**src/rtl/adder_axi_control_slave.sv**
```systemverilog
// AXI4-Lite control slave for the adder kernel: holds the kernel arguments,
// drives ap_start and reports done/idle/ready status plus the interrupt.
module adder_axi_control_slave #(
  parameter int ADDR_W = 6,
  parameter int DATA_W = 32
) (
  input  logic                  ap_clk,
  input  logic                  ap_rst_n,
  input  logic                  S_AXI_CONTROL_AWVALID,
  output logic                  S_AXI_CONTROL_AWREADY,
  input  logic [63:0]           S_AXI_CONTROL_AWADDR,
  input  logic [2:0]            S_AXI_CONTROL_AWPROT,
  input  logic                  S_AXI_CONTROL_WVALID,
  output logic                  S_AXI_CONTROL_WREADY,
  input  logic [DATA_W-1:0]     S_AXI_CONTROL_WDATA,
  input  logic [DATA_W/8-1:0]   S_AXI_CONTROL_WSTRB,
  output logic                  S_AXI_CONTROL_BVALID,
  input  logic                  S_AXI_CONTROL_BREADY,
  output logic [1:0]            S_AXI_CONTROL_BRESP,
  input  logic                  S_AXI_CONTROL_ARVALID,
  output logic                  S_AXI_CONTROL_ARREADY,
  input  logic [63:0]           S_AXI_CONTROL_ARADDR,
  input  logic [2:0]            S_AXI_CONTROL_ARPROT,
  output logic                  S_AXI_CONTROL_RVALID,
  input  logic                  S_AXI_CONTROL_RREADY,
  output logic [DATA_W-1:0]     S_AXI_CONTROL_RDATA,
  output logic [1:0]            S_AXI_CONTROL_RRESP,
  output logic                  ap_start,
  input  logic                  ap_done,
  input  logic                  ap_idle,
  input  logic                  ap_ready,
  output logic [63:0]           arg_a,
  output logic [63:0]           arg_b,
  output logic [63:0]           arg_c,
  output logic [31:0]           arg_len,
  output logic                  interrupt
);

  localparam logic [ADDR_W-1:0] A_CTRL    = ADDR_W'(6'h00);
  localparam logic [ADDR_W-1:0] A_GIE     = ADDR_W'(6'h04);
  localparam logic [ADDR_W-1:0] A_IER     = ADDR_W'(6'h08);
  localparam logic [ADDR_W-1:0] A_ISR     = ADDR_W'(6'h0C);
  localparam logic [ADDR_W-1:0] A_ARGA_LO = ADDR_W'(6'h10);
  localparam logic [ADDR_W-1:0] A_ARGA_HI = ADDR_W'(6'h14);
  localparam logic [ADDR_W-1:0] A_ARGB_LO = ADDR_W'(6'h1C);
  localparam logic [ADDR_W-1:0] A_ARGB_HI = ADDR_W'(6'h20);
  localparam logic [ADDR_W-1:0] A_ARGC_LO = ADDR_W'(6'h28);
  localparam logic [ADDR_W-1:0] A_ARGC_HI = ADDR_W'(6'h2C);
  localparam logic [ADDR_W-1:0] A_LEN     = ADDR_W'(6'h34);

  typedef enum logic [1:0] {WIDLE, WDATA, WRESP} wstate_t;
  typedef enum logic       {RIDLE, RDATA}        rstate_t;

  wstate_t r_wstate, w_wstate_next;
  rstate_t r_rstate, w_rstate_next;

  logic [ADDR_W-1:0] r_waddr;
  logic [DATA_W-1:0] r_rdata, w_rdata_mux;
  logic              r_ap_start, r_done, r_auto_restart, r_gie, r_irq;
  logic [1:0]        r_ier, r_isr, w_isr_next;
  logic [63:0]       r_arg_a, r_arg_b, r_arg_c;
  logic [31:0]       r_arg_len;

  logic              w_wr, w_rd;
  logic [ADDR_W-1:0] w_raddr;
  logic              w_unused_ok;

  assign w_unused_ok = ^{S_AXI_CONTROL_AWPROT, S_AXI_CONTROL_ARPROT,
                         S_AXI_CONTROL_AWADDR[63:ADDR_W], S_AXI_CONTROL_ARADDR[63:ADDR_W]};

  assign w_wr    = S_AXI_CONTROL_WVALID  && (r_wstate == WDATA);
  assign w_rd    = S_AXI_CONTROL_ARVALID && (r_rstate == RIDLE);
  assign w_raddr = S_AXI_CONTROL_ARADDR[ADDR_W-1:0];

  function automatic logic [31:0] f_mask(input logic [31:0] old_v, input logic [31:0] new_v,
                                         input logic [3:0] strb);
    logic [31:0] res;
    res = old_v;
    for (int b = 0; b < 4; b++) begin
      if (strb[b]) res[b*8 +: 8] = new_v[b*8 +: 8];
    end
    return res;
  endfunction

  // Write channel FSM
  always_ff @(posedge ap_clk or negedge ap_rst_n) begin
    if (!ap_rst_n) begin
      r_wstate <= WIDLE;
      r_waddr  <= '0;
    end else begin
      r_wstate <= w_wstate_next;
      if (r_wstate == WIDLE && S_AXI_CONTROL_AWVALID) r_waddr <= S_AXI_CONTROL_AWADDR[ADDR_W-1:0];
    end
  end

  always_comb begin
    w_wstate_next = r_wstate;
    case (r_wstate)
      WIDLE:   if (S_AXI_CONTROL_AWVALID) w_wstate_next = WDATA;
      WDATA:   if (S_AXI_CONTROL_WVALID)  w_wstate_next = WRESP;
      WRESP:   if (S_AXI_CONTROL_BREADY)  w_wstate_next = WIDLE;
      default: w_wstate_next = WIDLE;
    endcase
  end

  always_comb begin
    S_AXI_CONTROL_AWREADY = (r_wstate == WIDLE);
    S_AXI_CONTROL_WREADY  = (r_wstate == WDATA);
    S_AXI_CONTROL_BVALID  = (r_wstate == WRESP);
    S_AXI_CONTROL_BRESP   = 2'b00;
  end

  // Read channel FSM
  always_ff @(posedge ap_clk or negedge ap_rst_n) begin
    if (!ap_rst_n) begin
      r_rstate <= RIDLE;
      r_rdata  <= '0;
    end else begin
      r_rstate <= w_rstate_next;
      if (w_rd) r_rdata <= w_rdata_mux;
    end
  end

  always_comb begin
    w_rstate_next = r_rstate;
    case (r_rstate)
      RIDLE:   if (S_AXI_CONTROL_ARVALID) w_rstate_next = RDATA;
      RDATA:   if (S_AXI_CONTROL_RREADY)  w_rstate_next = RIDLE;
      default: w_rstate_next = RIDLE;
    endcase
  end

  always_comb begin
    S_AXI_CONTROL_ARREADY = (r_rstate == RIDLE);
    S_AXI_CONTROL_RVALID  = (r_rstate == RDATA);
    S_AXI_CONTROL_RDATA   = r_rdata;
    S_AXI_CONTROL_RRESP   = 2'b00;
  end

  always_comb begin
    w_rdata_mux = '0;
    case (w_raddr)
      A_CTRL:    w_rdata_mux = {24'd0, r_auto_restart, 3'd0, ap_ready, ap_idle, r_done, r_ap_start};
      A_GIE:     w_rdata_mux = {31'd0, r_gie};
      A_IER:     w_rdata_mux = {30'd0, r_ier};
      A_ISR:     w_rdata_mux = {30'd0, r_isr};
      A_ARGA_LO: w_rdata_mux = r_arg_a[31:0];
      A_ARGA_HI: w_rdata_mux = r_arg_a[63:32];
      A_ARGB_LO: w_rdata_mux = r_arg_b[31:0];
      A_ARGB_HI: w_rdata_mux = r_arg_b[63:32];
      A_ARGC_LO: w_rdata_mux = r_arg_c[31:0];
      A_ARGC_HI: w_rdata_mux = r_arg_c[63:32];
      A_LEN:     w_rdata_mux = r_arg_len;
      default:   w_rdata_mux = '0;
    endcase
  end

  // Toggle from the host first, then hardware events force bits high so a set wins
  always_comb begin
    w_isr_next = r_isr;
    if (w_wr && r_waddr == A_ISR && S_AXI_CONTROL_WSTRB[0]) w_isr_next = r_isr ^ S_AXI_CONTROL_WDATA[1:0];
    w_isr_next = w_isr_next | {ap_ready & r_ier[1], ap_done & r_ier[0]};
  end

  always_ff @(posedge ap_clk or negedge ap_rst_n) begin
    if (!ap_rst_n) begin
      r_ap_start     <= 1'b0;
      r_done         <= 1'b0;
      r_auto_restart <= 1'b0;
      r_gie          <= 1'b0;
      r_ier          <= '0;
      r_isr          <= '0;
      r_irq          <= 1'b0;
      r_arg_a        <= '0;
      r_arg_b        <= '0;
      r_arg_c        <= '0;
      r_arg_len      <= '0;
    end else begin
      if (w_wr) begin
        case (r_waddr)
          A_CTRL:    if (S_AXI_CONTROL_WSTRB[0]) r_auto_restart <= S_AXI_CONTROL_WDATA[7];
          A_GIE:     if (S_AXI_CONTROL_WSTRB[0]) r_gie <= S_AXI_CONTROL_WDATA[0];
          A_IER:     if (S_AXI_CONTROL_WSTRB[0]) r_ier <= S_AXI_CONTROL_WDATA[1:0];
          A_ARGA_LO: r_arg_a[31:0]  <= f_mask(r_arg_a[31:0],  S_AXI_CONTROL_WDATA, S_AXI_CONTROL_WSTRB);
          A_ARGA_HI: r_arg_a[63:32] <= f_mask(r_arg_a[63:32], S_AXI_CONTROL_WDATA, S_AXI_CONTROL_WSTRB);
          A_ARGB_LO: r_arg_b[31:0]  <= f_mask(r_arg_b[31:0],  S_AXI_CONTROL_WDATA, S_AXI_CONTROL_WSTRB);
          A_ARGB_HI: r_arg_b[63:32] <= f_mask(r_arg_b[63:32], S_AXI_CONTROL_WDATA, S_AXI_CONTROL_WSTRB);
          A_ARGC_LO: r_arg_c[31:0]  <= f_mask(r_arg_c[31:0],  S_AXI_CONTROL_WDATA, S_AXI_CONTROL_WSTRB);
          A_ARGC_HI: r_arg_c[63:32] <= f_mask(r_arg_c[63:32], S_AXI_CONTROL_WDATA, S_AXI_CONTROL_WSTRB);
          A_LEN:     r_arg_len      <= f_mask(r_arg_len,      S_AXI_CONTROL_WDATA, S_AXI_CONTROL_WSTRB);
          default: ;
        endcase
      end

      // A host start request takes priority over the ready-driven clear
      if (w_wr && r_waddr == A_CTRL && S_AXI_CONTROL_WSTRB[0] && S_AXI_CONTROL_WDATA[0])
        r_ap_start <= 1'b1;
      else if (ap_ready && !r_auto_restart)
        r_ap_start <= 1'b0;

      if (ap_done)
        r_done <= 1'b1;
      else if (w_rd && w_raddr == A_CTRL)
        r_done <= 1'b0;

      r_isr <= w_isr_next;
      r_irq <= r_gie & (|r_isr);
    end
  end

  assign ap_start  = r_ap_start;
  assign arg_a     = r_arg_a;
  assign arg_b     = r_arg_b;
  assign arg_c     = r_arg_c;
  assign arg_len   = r_arg_len;
  assign interrupt = r_irq;

endmodule

```
**config.mk**
```make
export PLATFORM = sky130hd
export DESIGN_NAME = adder_axi_control_slave
export DESIGN_NICKNAME = d
export VERILOG_FILES = /design/src/rtl/adder_axi_control_slave.sv
export SDC_FILE = /design/constraint.sdc
export NUM_CORES = 1
export LEC_CHECK = 0
export CAP_MARGIN = 25
export CORE_AREA = 2 2 189 191
export CTS_CLUSTER_DIAMETER = 100
export DETAILED_ROUTE_END_ITERATION = 10
export DIE_AREA = 0 0 191 193
export DONT_BUFFER_PORTS = 1
export PLACE_DENSITY = 0.52
export SETUP_SLACK_MARGIN = 0.15
export SLEW_MARGIN = 40
export SYNTH_ARGS = -nofsm -noshare
export SYNTH_HDL_FRONTEND = slang
export SYNTH_SLANG_ARGS = --single-unit
```
**constraint.sdc**
```tcl
create_clock -name ap_clk -period 2.15 [get_ports ap_clk]
set_input_delay 0.215 -clock ap_clk [delete_from_list [all_inputs] [get_ports ap_clk]]
set_output_delay 0.215 -clock ap_clk [all_outputs]
set_load 0.005 [all_outputs]
```
==> results of run 1 <==
-- synthesized netlist by cell type (6+ instances only) --
master    count  area, um2
dfrtp_1     274       6857
a222oi_1     28      280.3
mux2_2      232       2613
buf_2        20      100.1
clkbuf_1     27      101.4
a31oi_1      29      181.4
mux2i_1      33      330.3
nor2_1        7      26.28
a22oi_1      31      232.7
nand2_1      82      307.8
o21ai_0      28      140.1
a21oi_1      34      170.2
buf_4         6      45.04
nor2_2        9      56.30
and3_1        7      43.79
-- worst min-delay path by stage --
| stage | to | slack [ns] | depth (start not counted) |
|---|---|---|---|
| after floorplan | S_AXI_CONTROL_RDATA[0]$_DFFE_PN0P_ | -0.08 | 0 |
| after CTS | arg_b[15]$_DFFE_PN0P_ | -0.69 | 0 |
| after detailed placement | arg_b[45]$_DFFE_PN0P_ | -0.07 | 0 |
| after global placement | arg_len[13]$_DFFE_PN0P_ | -0.07 | 0 |
| after global routing | arg_a[18]$_DFFE_PN0P_ | -0.68 | 0 |
| final | arg_b[45]$_DFFE_PN0P_ | -0.66 | 0 |
-- placed cells by master (no fill, tap or decap), types with 2 or more instances in the layout --
master         Yosys  layout
buf_12             0      10
dfrtp_1          274     273
a21o_1             3       3
o21ai_0           28      28
conb_1             1       4
clkbuf_16          0      31
nor2_2             9       9
nand2b_1           2       2
xor2_1             2       2
a32o_1             2       2
a31oi_1           29      29
nor2_1             7       6
nor3_1             2       2
buf_4              6      39
dlygate4sd3_1      0      54
clkbuf_1          27       5
clkbuf_8           0      10
and3_1             7       6
a21oi_1           34      33
nand2_2            0       6
mux2i_1           33      33
nand4_1            4       4
a22oi_1           31      31
nor2b_1            5       5
nor2_4             4       5
mux2_2           232     232
nand3b_1           4       4
mux2_1             4       4
nand2_1           82      76
a22o_1             3       3
nand3_1            2       2
nor4b_2            1       2
a221oi_1           4       4
a32oi_1            3       3
a222oi_1          28      28
clkinv_2           0       5
and2_1             3       3
inv_1              4       4
-- power by group --
group          total, mW  internal [mW]  switching, mW
combinational       1.58          0.934          0.643
clock               5.24           3.08           2.16
sequential          7.08           6.01           1.07
total               13.9           10.0           3.87
-- kinds of logic after synthesis --
| family | after synthesis |
|---|---|
| simple gates | 143 |
| other cells | 1 |
| buf+inv | 57 |
| mux | 270 |
| flops | 274 |
| compound gates | 171 |
| fa+ha+maj | 1 |
| xor+xnor | 2 |
-- critical path: cells and delay by family, from the launching register on --
| kind | cells | cell delay, ns |
|---|---|---|
| muxes | 1 | 0.28 |
| and+or+nand+nor | 4 | 0.71 |
| buffers and inverters | 2 | 0.37 |
| DFF | 1 | 0.39 |
-- metrics by stage --
stage / setup WS [ns] / instance area [um2] / power (mW) / util [%] / instances
global placement: 0.1083 / 12880 / 8.519 / 36.84 / 1373
CTS: 0.1154 / 14500 / 14.03 / 41.48 / 1486
floorplan: 0.3599 / 12090 / 7.939 / - / 922
global route: 0.1421 / 14520 / 14.50 / 41.52 / 1487
detailed placement: 0.06484 / 12880 / 8.589 / 36.84 / 1373
finish: 0.2921 / 14520 / 13.90 / 41.52 / 1487
-- area by class of cell --
type	count	share of cell area, %
Inverter	4	0.1034
Sequential cell	274	47.24
Clock inverter	8	0.4913
Clock buffer	46	6.421
Timing Repair Buffer	103	7.119
Tap cell	461	3.973
Multi-Input combinational cell	591	34.65
-- sequential cells by signal (all words and copies together), names as in the netlist --
name,count
ap_start,1
S_AXI_CONTROL_RVALID,1
arg_len,32
r_wstate,2
r_gie,1
r_isr,2
interrupt,1
r_auto_restart,1
arg_a,64
S_AXI_CONTROL_RDATA,32
r_ier,2
arg_b,64
r_done,1
arg_c,64
r_waddr,6
-- metal layers --
metal | vias to the layer above | track usage, %
met5 | - | 0
met4 | 0 | 6.649
met3 | 64 | 7.167
met2 | 377 | 36.19
met1 | 4378 | 27.89
li1 | 3622 | -
-- timing repair --
item,4_1_cts,5_1_grt
endpoints found under the setup margin,50,49
buffers inserted,4,1
resized for setup,5,3
pin swaps,3,0
endpoints found under the hold margin,536,274
cloned,0,0
==> impl_metrics.tcl, run 1 <==
set metrics [dict create \
    hold_violations 274 \
    dr.pass1.iters 5 \
    ir_drop_mv 0.6169 \
    cts_tree "built" \
    synth_edf_count 0 \
    netlist_instances 919 \
    ant_nets 0 \
    skew_ns 0.01406 \
    avgSynthCellArea_um2 13.14 \
    numCtsBuffers 31 \
    setup_viol 0 \
    gp_congestion 0.8221 \
    nNetsFinal 1185 \
    p_leak_nw 6.648 \
    path_common_cell "buf_4" \
    multi_input_area_mm2 0.005030 \
    fp.dieW_um 191 \
    avgRoutedWirePerCell_um 28.06 \
    fin_setup_tns_ns 0 \
    dr_wl_met3_um 4093 \
    rsz0062_at_grt "yes" \
    fill_cells 3335 \
    area_growth_pct 20.19 \
    synth_flop_cell "dfrtp_1" \
    syn-cell-area_mm2 0.01208 \
    drt_wl_total_um 41730 \
    grt_pass1_wl_um 60270 \
    endpoint "arg_c[8]$_DFFE_PN0P_" \
    initial_core_util_pct 34.54 \
    drv_slew 0 \
    cts_buffer_depth 3 \
    clkSinkCount 274 \
    min_path_type "primary input to asynchronous set/reset pin" \
    cts_max_level 1 \
    timing.hold.ws_ns -0.6564 \
    critPathMaxFanout 8 \
    crit_path_start_kind "flop" \
    vias 8441 \
    synth_xor_xnor_area_share_pct 0.1450 \
    dp_hpwl_um 26970 \
    cp.arrival_ns 2.32 \
    synth.area.mux_share_pct 24.92 \
    worst_pin_slew_ns 0.5727 \
    power_density_mw_per_mm2 957.6 \
    grt_max_degree 275 \
    reg2reg_slack_ns 0.29 \
    slowest_delay_ns 0.39 \
    slowest_stage "dfrtp_1" \
    drc 0 \
    yosys.area_share.simple_pct 6.102 \
    async_flop_share_pct 100.0 \
    drive_above_1_share_pct 35.28 \
    r2r_cells 7 \
    die_area_mm2 0.03686 \
    die_h_um 193 \
    grt.overflow.total 0 \
    fin_crit_ns 1.858 \
    synthDistinctLibCells 52 \
    seq_area_mm2 0.006858 \
    row_count 69 \
    highest_layer "met4" \
    postCtsHoldBufs 55 \
    m1WireLength_um 16940 \
    antenna_cells 0 \
    grt_pass1_vias 8753 \
    violations "hold timing" \
    drtIter0Drc 579 \
    ys_warn_count 0 \
    via_per_inst 5.677 \
    timing.fmax_mhz 538.2 \
    met2WireLength_um 19690 \
    synth_compound_area_share_pct 9.779 \
    grt_usage_pct 22.10 \
    antenna_found_initial 1 \
    clk_latency_ns 0.58 \
    slew_headroom_pct 61.82 \
    ios 447 \
    synth_top_family_by_area "multiplexers" \
    synth-seq-cells 274 \
    crit_type "flop to flop" \
    yosysSeqAreaShare_pct 56.77 \
    status "complete, but fails checks" \
    r2r-end "arg_c[8]$_DFFE_PN0P_" \
    synth_fa_ha_area_share_pct 0.08288 \
    cp-startpoint "r_waddr[1]$_DFFE_PN0P_" \
    fin_crit_sh_pct 86.41 \
    io_buffers 0 \
    required_ns 2.61 \
    clk_transition_reported_paths_ns 0.06 \
    r2r_start "r_waddr[1]$_DFFE_PN0P_" \
    core_mm2 0.03496 \
    clockRootBuffer "clkbuf_16" \
    crit_path_end_kind "flop" \
    maxCapViolations 0 \
    path_cells "nor2_2 > nand3b_1 > nor3b_4 > buf_4 > nand2_1 > buf_4 > mux2_2" \
]
(Power assumes the default switching activity.)
==> run 2, diff against run 1 <==
SLEW_MARGIN = 10   (was 40)
==> results of run 2 <==
No change in the layout: final DEF, timing and power equal those of run 1.
